==> config.mk <==
export PLATFORM = sky130hd
export DESIGN_NAME = posit_pio_bridge
export DESIGN_NICKNAME = d
export VERILOG_FILES = /design/src/rtl/posit_bridge_pkg.sv /design/src/rtl/posit_bridge_watchdog.sv /design/src/rtl/posit_pio_bridge.sv
export SDC_FILE = /design/constraint.sdc
export NUM_CORES = 1
export LEC_CHECK = 0
export ABC_AREA = 1
export CAP_MARGIN = 20
export CORE_MARGIN = 3
export CORE_UTILIZATION = 40
export DETAILED_ROUTE_END_ITERATION = 7
export GPL_TIMING_DRIVEN = 0
export PLACE_DENSITY = 0.69
export SETUP_SLACK_MARGIN = 0.05
export SLEW_MARGIN = 20
export SYNTH_ARGS = -nofsm -noshare
export SYNTH_HDL_FRONTEND = slang
export SYNTH_SLANG_ARGS = --single-unit
==> constraint.sdc <==
create_clock -name clk -period 15.5 [get_ports clk]
set_input_delay 3.1 -clock clk [delete_from_list [all_inputs] [get_ports clk]]
set_output_delay 3.1 -clock clk [all_outputs]
set_load 0.1 [all_outputs]
==> src/rtl/posit_bridge_pkg.sv <==
// Shared types and constants for the HPS PIO to posit-core bridge.
package posit_bridge_pkg;

    localparam int          POSIT_WIDTH = 32;
    localparam logic [31:0] POSIT_NAR   = 32'h8000_0000;
    localparam int          DONE_CNT_W  = 8;

    typedef enum logic [1:0] {
        IDLE  = 2'd0,
        ISSUE = 2'd1,
        WAIT  = 2'd2
    } state_e;

endpackage

==> src/rtl/posit_bridge_watchdog.sv <==
// WAIT-state watchdog: counts cycles while enabled, cleared on each new launch.
module posit_bridge_watchdog #(
    parameter int LIMIT = 1024
) (
    input  logic clk,
    input  logic reset,
    input  logic clr_i,
    input  logic en_i,
    output logic expired_o
);

    localparam int CW = $clog2(LIMIT + 1);

    logic [CW-1:0] cnt_q;

    always_ff @(posedge clk or posedge reset) begin
        if (reset) begin
            cnt_q <= '0;
        end else if (clr_i) begin
            cnt_q <= '0;
        end else if (en_i) begin
            cnt_q <= cnt_q + 1'b1;
        end
    end

    // cnt_q holds the number of WAIT cycles already elapsed, so this fires in the LIMIT-th one.
    assign expired_o = en_i && (cnt_q == CW'(LIMIT - 1));

endmodule

==> src/rtl/posit_pio_bridge.sv <==
// Launches one posit-core operation per operand change and publishes the result.
// Optional WAIT watchdog is compiled in with POSIT_BRIDGE_WATCHDOG_EN.
module posit_pio_bridge
    import posit_bridge_pkg::*;
#(
    parameter int WIDTH          = POSIT_WIDTH,
    parameter int TIMEOUT_CYCLES = 1024
) (
    input  logic                  clk,
    input  logic                  reset,
    input  logic [WIDTH-1:0]      num1,
    input  logic [WIDTH-1:0]      num2,
    output logic [WIDTH-1:0]      result,
    output logic                  core_in_valid,
    input  logic                  core_in_ready,
    output logic [WIDTH-1:0]      core_num1,
    output logic [WIDTH-1:0]      core_num2,
    input  logic                  core_out_valid,
    input  logic [WIDTH-1:0]      core_out_result,
    output logic                  core_out_ready,
    output logic                  busy,
    output logic [DONE_CNT_W-1:0] done_count,
    output logic                  timeout_flag
);

    state_e                  state_q, state_d;
    logic [WIDTH-1:0]        num1_q, num2_q;
    logic [WIDTH-1:0]        snap1_q, snap1_d, snap2_q, snap2_d;
    logic [WIDTH-1:0]        result_q, result_d;
    logic [DONE_CNT_W-1:0]   done_q, done_d;
    logic                    timeout_q, timeout_d;
    logic                    changed, wdog_exp;

`ifdef POSIT_BRIDGE_WATCHDOG_EN
    localparam logic [WIDTH-1:0] NAR = {1'b1, {(WIDTH-1){1'b0}}};

    posit_bridge_watchdog #(.LIMIT(TIMEOUT_CYCLES)) u_wdog (
        .clk       (clk),
        .reset     (reset),
        .clr_i     (state_q == ISSUE && core_in_ready),
        .en_i      (state_q == WAIT),
        .expired_o (wdog_exp)
    );
`else
    logic unused_cfg;
    assign unused_cfg = ^TIMEOUT_CYCLES;
    assign wdog_exp   = 1'b0;
`endif

    assign changed = (num1_q != snap1_q) || (num2_q != snap2_q);

    always_comb begin
        state_d   = state_q;
        snap1_d   = snap1_q;
        snap2_d   = snap2_q;
        result_d  = result_q;
        done_d    = done_q;
        timeout_d = timeout_q;
        case (state_q)
            IDLE: begin
                if (changed) begin
                    snap1_d = num1_q;
                    snap2_d = num2_q;
                    state_d = ISSUE;
                end
            end
            ISSUE: begin
                if (core_in_ready) state_d = WAIT;
            end
            WAIT: begin
                // A core result arriving on the expiry cycle takes priority over the timeout.
                if (core_out_valid) begin
                    result_d = core_out_result;
                    done_d   = done_q + 1'b1;
                    state_d  = IDLE;
                end else if (wdog_exp) begin
`ifdef POSIT_BRIDGE_WATCHDOG_EN
                    result_d  = NAR;
`endif
                    timeout_d = 1'b1;
                    done_d    = done_q + 1'b1;
                    state_d   = IDLE;
                end
            end
            default: state_d = IDLE;
        endcase
    end

    always_ff @(posedge clk or posedge reset) begin
        if (reset) begin
            state_q   <= IDLE;
            num1_q    <= '0;
            num2_q    <= '0;
            snap1_q   <= '0;
            snap2_q   <= '0;
            result_q  <= '0;
            done_q    <= '0;
            timeout_q <= 1'b0;
        end else begin
            state_q   <= state_d;
            num1_q    <= num1;
            num2_q    <= num2;
            snap1_q   <= snap1_d;
            snap2_q   <= snap2_d;
            result_q  <= result_d;
            done_q    <= done_d;
            timeout_q <= timeout_d;
        end
    end

    // Ready in IDLE too so stray core results are drained; held low while in reset.
    assign core_out_ready = !reset && (state_q != ISSUE);
    assign core_in_valid  = (state_q == ISSUE);
    assign core_num1      = snap1_q;
    assign core_num2      = snap2_q;
    assign busy           = (state_q != IDLE);
    assign result         = result_q;
    assign done_count     = done_q;
    assign timeout_flag   = timeout_q;

endmodule
# Word level (Yosys, flattened, before mapping)
# Cells that the tools add are included.
# op_classes
mux	4
eq_ne	8
reduce_logical	8
n_addsub	1
# op_table
op	n
!= test 32 bit	2
adder 8 x 1 -> 8 bit (second input constant)	1
two-way mux 2 bit	3
one-hot mux 2 bit (3 select lines)	1
!= test 2 x 1 -> 1 bit (second input constant)	2
!= test 2 bit (second input constant)	2
AND reduction 2 bit	2
AND reduction 3 bit	1
equality test 2 x 1 -> 1 bit (second input constant)	1
equality test 2 bit (second input constant)	1
zero test 2 bit	1
nonzero test 2 bit	1
logical AND 1 bit	1
zero test 1 bit	1
logical OR 1 bit	1
# word_totals
ff_bits	170

# Logic depth before layout (Yosys ltp)
# Gate-level depths: netlist of the first run.
# depth
word_depth	4
depth_mapped	14
mapped_depth_nobuf	12

# Worst setup path before layout of the first run
# No wires, ideal clock.
# synth_timing
path_kind	in2out
start	in reset
end	out core_out_ready
slack_ns	8.047
stages	1
path_buffers	0
arrival_time_ns	4.353
path_cell_list	nor2_1
# synth_between
elab_chain_cells	2
# synth_rtl
element	line_no	rtl
start: declaration	posit_pio_bridge.sv:10	input logic reset,
zero test 1 bit	posit_pio_bridge.sv:112	assign core_out_ready = !reset && (state_q != ISSUE);
logical AND 1 bit	posit_pio_bridge.sv:112	
end: declaration	posit_pio_bridge.sv:20	output logic core_out_ready,
# No other way between the ends.

# Final worst setup path of the first run
# Ends and elaborated chain as after synthesis.

==> flow_summary.yaml, run 1 <==
run_status:
  status: "completed"
clock_network:
  cts_tree: "yes"
  holdBufCountCts: 0
  htree_num_levels: 4
  worstSkewPairLatency_ns: 0.42
  postCtsSetupRepairBufs: 0
  numCtsBuffers: 17
  clockBufferDepth: 2
  cts_resized: 0
  clk_pin_slew_worst_paths_ns: 0.07
  cts_root_buf: "clkbuf_16"
  cts_sinks: 170
layout:
  drive_above_1_share_pct: 8.28
  layout_common_cells: "nand2_1 (276), clkdlybuf4s50_1 (206), dfrtp_1 (170)"
  layout_commonest_cell: "nand2_1"
  syn_to_final_growth_pct: 42.0
  antenna_cells: 0
  instances_no_fill: 1235
  stdcell_area_sq_um: 10000
  nets: 1103
synthesis:
  synthCells: 776
  yosys_warnings: 0
  synth_area_per_cell_sq_um: 9.10
  synthArstFlopShare_pct: 100
  synth-seq-cells: 170
  synth_edf_count: 0
  synth_flop_cell: "dfrtp_1"
  yosysSeqAreaShare_pct: 60.2
  synth_area_leaders: "dfrtp_1 (60%), nand2_1 (15%), mux2_2 (5.3%)"
  yosys.area.top_type: "dfrtp_1"
  synth.top_cell.area_share_pct: 60.2
  synth_cell_type_count: 20
  syn_area_sq_um: 7060
  syn_nets: 877
timing:
  hold_violations: 0
  timing.hold.ws_ns: 0.479
  worstMarginPinSlew_ns: 1.06
  fmax_ghz: 0.125
  setup_viol: 0
  report.final.slew_viol_count: 0
  min_period_over_period_pct: 51.6
  slew-limit-headroom_pct: 29.2
  skew_ns: 0.0100
  grt_setup_unrepaired: "no"
  post-route-min-period_ns: 7.99
  fin_tns_setup_ns: 0
die:
  die_x_um: 139
  die_h_um: 139
  initial_utilization_pct: 41.7
  pin_count: 208
  coreArea_sq_um: 16900
  dieArea_sq_um: 19300
  rows: 47
placement:
  gp_congestion: 0.750
  placed_area_sq_um: 9430
  dpl.hpwl_um: 12200
  place_inst: 1203
  port_buffers: 206
routing:
  wl_per_cell_um: 13.7
  drt_first_pass_iters: 4
  via_count: 5525
  wirelength_um: 16900
  ant_nets: 0
  initialDrtViolationCount: 227
  via_per_inst: 4.47
  drcViolationCount: 0
global_route:
  grt_use_total_pct: 18.1
  gr-total-overflow: 0
  grt_max_degree: 89
  grt_first_pass_wirelength_um: 28200
  antenna_found_initial: 1
  grt_pass1_vias: 5622
critical_path:
  critPathKind: "input pin to output pin"
  critPathCaptureType: "output pin"
  worst_setup_path_start_kind: "input pin"
  crit_path_max_fanout: 2
  path_cells: "clkdlybuf4s50_1 -> nor2_1 -> clkdlybuf4s50_1"
  critPathMaxStageDelay_ns: 1.14
  crit_slowest_cell: "clkdlybuf4s50_1"
  required_ns: 12.40
  arrival_ns: 4.89
  reg2reg_slack_ns: 13.63
  cp_common_cell: "clkdlybuf4s50_1"
job:
  drv_cap: 0
worst_hold_path:
  min_path_type: "flip-flop to flip-flop"
==> flip-flops by register name, indices dropped and copies added, names as in the netlist <==
name / flops
num2_q: 32
core_num2: 32
done_count: 8
result: 32
state_q: 2
num1_q: 32
core_num1: 32
==> area by class of cell <==
class / instances / area [sq um]
buffer: 25 / 194
tap: 220 / 275
sequential: 170 / 4250
fill: 1488 / 6910
inverter: 96 / 368
timing repair buffer: 207 / 2090
multi-input combinational: 485 / 2250
clock buffer: 18 / 429
clock inverter: 14 / 161
==> synthesized netlist by cell type (2+ instances only) <==
cell and n:
nand3_1 68, inv_1 93, mux2_2 33, nor2_1 85, xor2_1 16, buf_1 5, buf_6 12, dfrtp_1 170
buf_2 5, nand2_1 276, clkbuf_1 2, clkinv_1 3
==> stage by stage <==
stage | setup slack, ns | utilization (%)
final | 7.51 | 59.2
after global routing | 7.43 | 59.2
after CTS | 7.50 | 59.2
after detailed placement | 7.50 | 55.7
after global placement | 5.28 | 55.5
after floorplan | 7.80 | -
==> critical path: cells and delay by family <==
family,cells,cell delay [ns]
buffers and inverters,2,1.65
and+or+nand+nor,1,0.14
==> cells by family after synthesis <==
kind of cell	synth area share, %
and+or+nand+nor	24.2
muxes	5.26
xor gates and xnor gates	2.11
adders and majority gates	0.177
other	0.0531
AOI/OAI and AO/OA	0.142
DFF	60.2
buffers and inverters	7.85
==> layer usage <==
layer  up-vias  global-route usage, %  share of wire (%)
met3        17                   8.76                 10
li1       2798                      -                  -
met4         0                   4.53                1.4
met2       169                   29.0                 46
met1      2541                   22.2                 42
met5         -                      0                  0
==> worst paths after layout <==
| kind | startpoint | to | cells after the start |
|---|---|---|---|
| min | done_count[7]$_DFFE_PP0P_ | done_count[7]$_DFFE_PP0P_ | 1 |
| max in group asynchronous | reset | result[24]$_DFFE_PP0P_ | 3 |
| min in group asynchronous | reset | done_count[6]$_DFFE_PP0P_ | 2 |
| max | reset | core_out_ready | 3 |
| max reg2reg | core_num1[5]$_DFFE_PP0P_ | core_num1[16]$_DFFE_PP0P_ | 12 |
| min reg2reg | done_count[7]$_DFFE_PP0P_ | done_count[7]$_DFFE_PP0P_ | 1 |
Power of run 1 is left out: the tool's default activity adds up to more than one toggle a clock period on the data nets, which glitch-free logic cannot reach.
==> run 2, diff against run 1 <==
PLACE_DENSITY = 0.72   (was 0.69)
clock period = 7.3 ns   (was 15.5 ns; I/O delays follow)
==> flow_summary.yaml, run 2 (synthesis results as in run 1) <==
run_status:
  status: "completed"
timing:
  skew_ns: 0.00880
  timing.hold.ws_ns: 0.473
  min_period_over_period_pct: 64.8
  worstMarginPinSlew_ns: 1.05
  post-route-min-period_ns: 4.73
  fmax_ghz: 0.211
  grt_setup_unrepaired: "no"
  report.final.slew_viol_count: 0
  slew-limit-headroom_pct: 29.9
  hold_violations: 0
  worst_slack_ns: 2.57
  setup_viol: 0
global_route:
  grt_first_pass_wirelength_um: 28200
  grt_use_total_pct: 18.3
  gr-total-overflow: 0
  antenna_found_initial: 0
  grt_max_degree: 91
  grt_pass1_vias: 5608
routing:
  drcViolationCount: 0
  via_count: 5602
  via_per_inst: 4.54
  wirelength_um: 17300
  initialDrtViolationCount: 255
  drt_first_pass_iters: 4
  wl_per_cell_um: 14.0
  ant_nets: 0
layout:
  layout_commonest_cell: "nand2_1"
  nets: 1103
  drive_above_1_share_pct: 8.28
  antenna_cells: 0
  layout_common_cells: "nand2_1 (276), clkdlybuf4s50_1 (206), dfrtp_1 (170)"
  syn_to_final_growth_pct: 42.6
placement:
  dpl.hpwl_um: 12300
  gp_congestion: 0.761
  pre_cts_slack_ns: 2.57
  port_buffers: 206
clock_network:
  postCtsSetupRepairBufs: 0
  cts_sinks: 170
  cts_resized: 0
  holdBufCountCts: 0
  clockBufferDepth: 2
  cts_root_buf: "clkbuf_16"
  numCtsBuffers: 17
  worstSkewPairLatency_ns: 0.43
  cts_tree: "yes"
  htree_num_levels: 4
  clk_pin_slew_worst_paths_ns: 0.07
critical_path:
  reg2reg_slack_ns: 5.45
  worst_setup_path_start_kind: "input pin"
  crit_start: "reset"
  r2r-start: "core_num1[5]$_DFFE_PP0P_"
  worst_r2r_path_depth: 12
  required_ns: 5.84
  critPathCaptureType: "output pin"
  critPathKind: "input pin to output pin"
  arrival_ns: 3.27
  worstReg2RegEnd: "core_num1[17]$_DFFE_PP0P_"
  crit_path_max_fanout: 2
die:
  die_x_um: 139
  initial_utilization_pct: 41.7
  coreArea_sq_um: 16900
  rows: 47
  die_h_um: 139
  pin_count: 208
  dieArea_sq_um: 19300
worst_hold_path:
  holdPathEnd: "done_count[7]$_DFFE_PP0P_"
  hold-path-cell-count: 1
  min_path_type: "flip-flop to flip-flop"
  hp-start: "done_count[7]$_DFFE_PP0P_"
job:
  drv_cap: 0
==> run 2: cell count changes in the layout (fill, tap and decap cells not counted), sizes merged <==
cell and delta:
clkinvlp -4, bufinv +2, clkbuf -1, inv +1, clkinv +1
==> run 2: per-layer routing <==
metal	wire length (um)	track usage (%)	up-vias
met3	1640	8.17	11
met4	154	4.27	0
met2	8310	30.0	173
met1	7180	22.3	2622
li1	-	-	2796
met5	0	0	-
==> run 2: worst max path at each step <==
stage	to	slack (ns)	cells past startpoint
floorplan	core_num1[0]$_DFFE_PP0P_	1.24	1
global placement	num2_q[1]$_DFF_PP0_	-1.23	2
detailed placement	core_out_ready	2.57	3
CTS	core_out_ready	2.57	3
global route	core_out_ready	2.50	3
finish	core_out_ready	2.57	3
==> run 2: stage by stage <==
step | std cells | util (%) | area (sq um) | TNS [ns]
after global placement | 1202 | 55.5 | 9400 | -207.19
after CTS | 1234 | 59.4 | 10100 | 0
after floorplan | 776 | - | 7060 | 0
final | 1234 | 59.4 | 10100 | 0
after detailed placement | 1203 | 55.7 | 9430 | 0
after global routing | 1234 | 59.4 | 10100 | 0
==> run 2: layout make-up <==
cell class	count	area, sq um
fillers	1447	6870
clock inverters	14	209
well taps	220	275
inverters	96	368
clock buffers	17	425
plain buffers	25	194
flip-flops and latches	170	4250
repair buffers	207	2090
multi-input cells	485	2250
==> run 2: critical path: stages <==
cell and delay [ns]:
clkdlybuf4s50_1 0.51, nor2_1 0.15, clkdlybuf4s50_1 1.14
Power of run 2 is left out for the same reason.
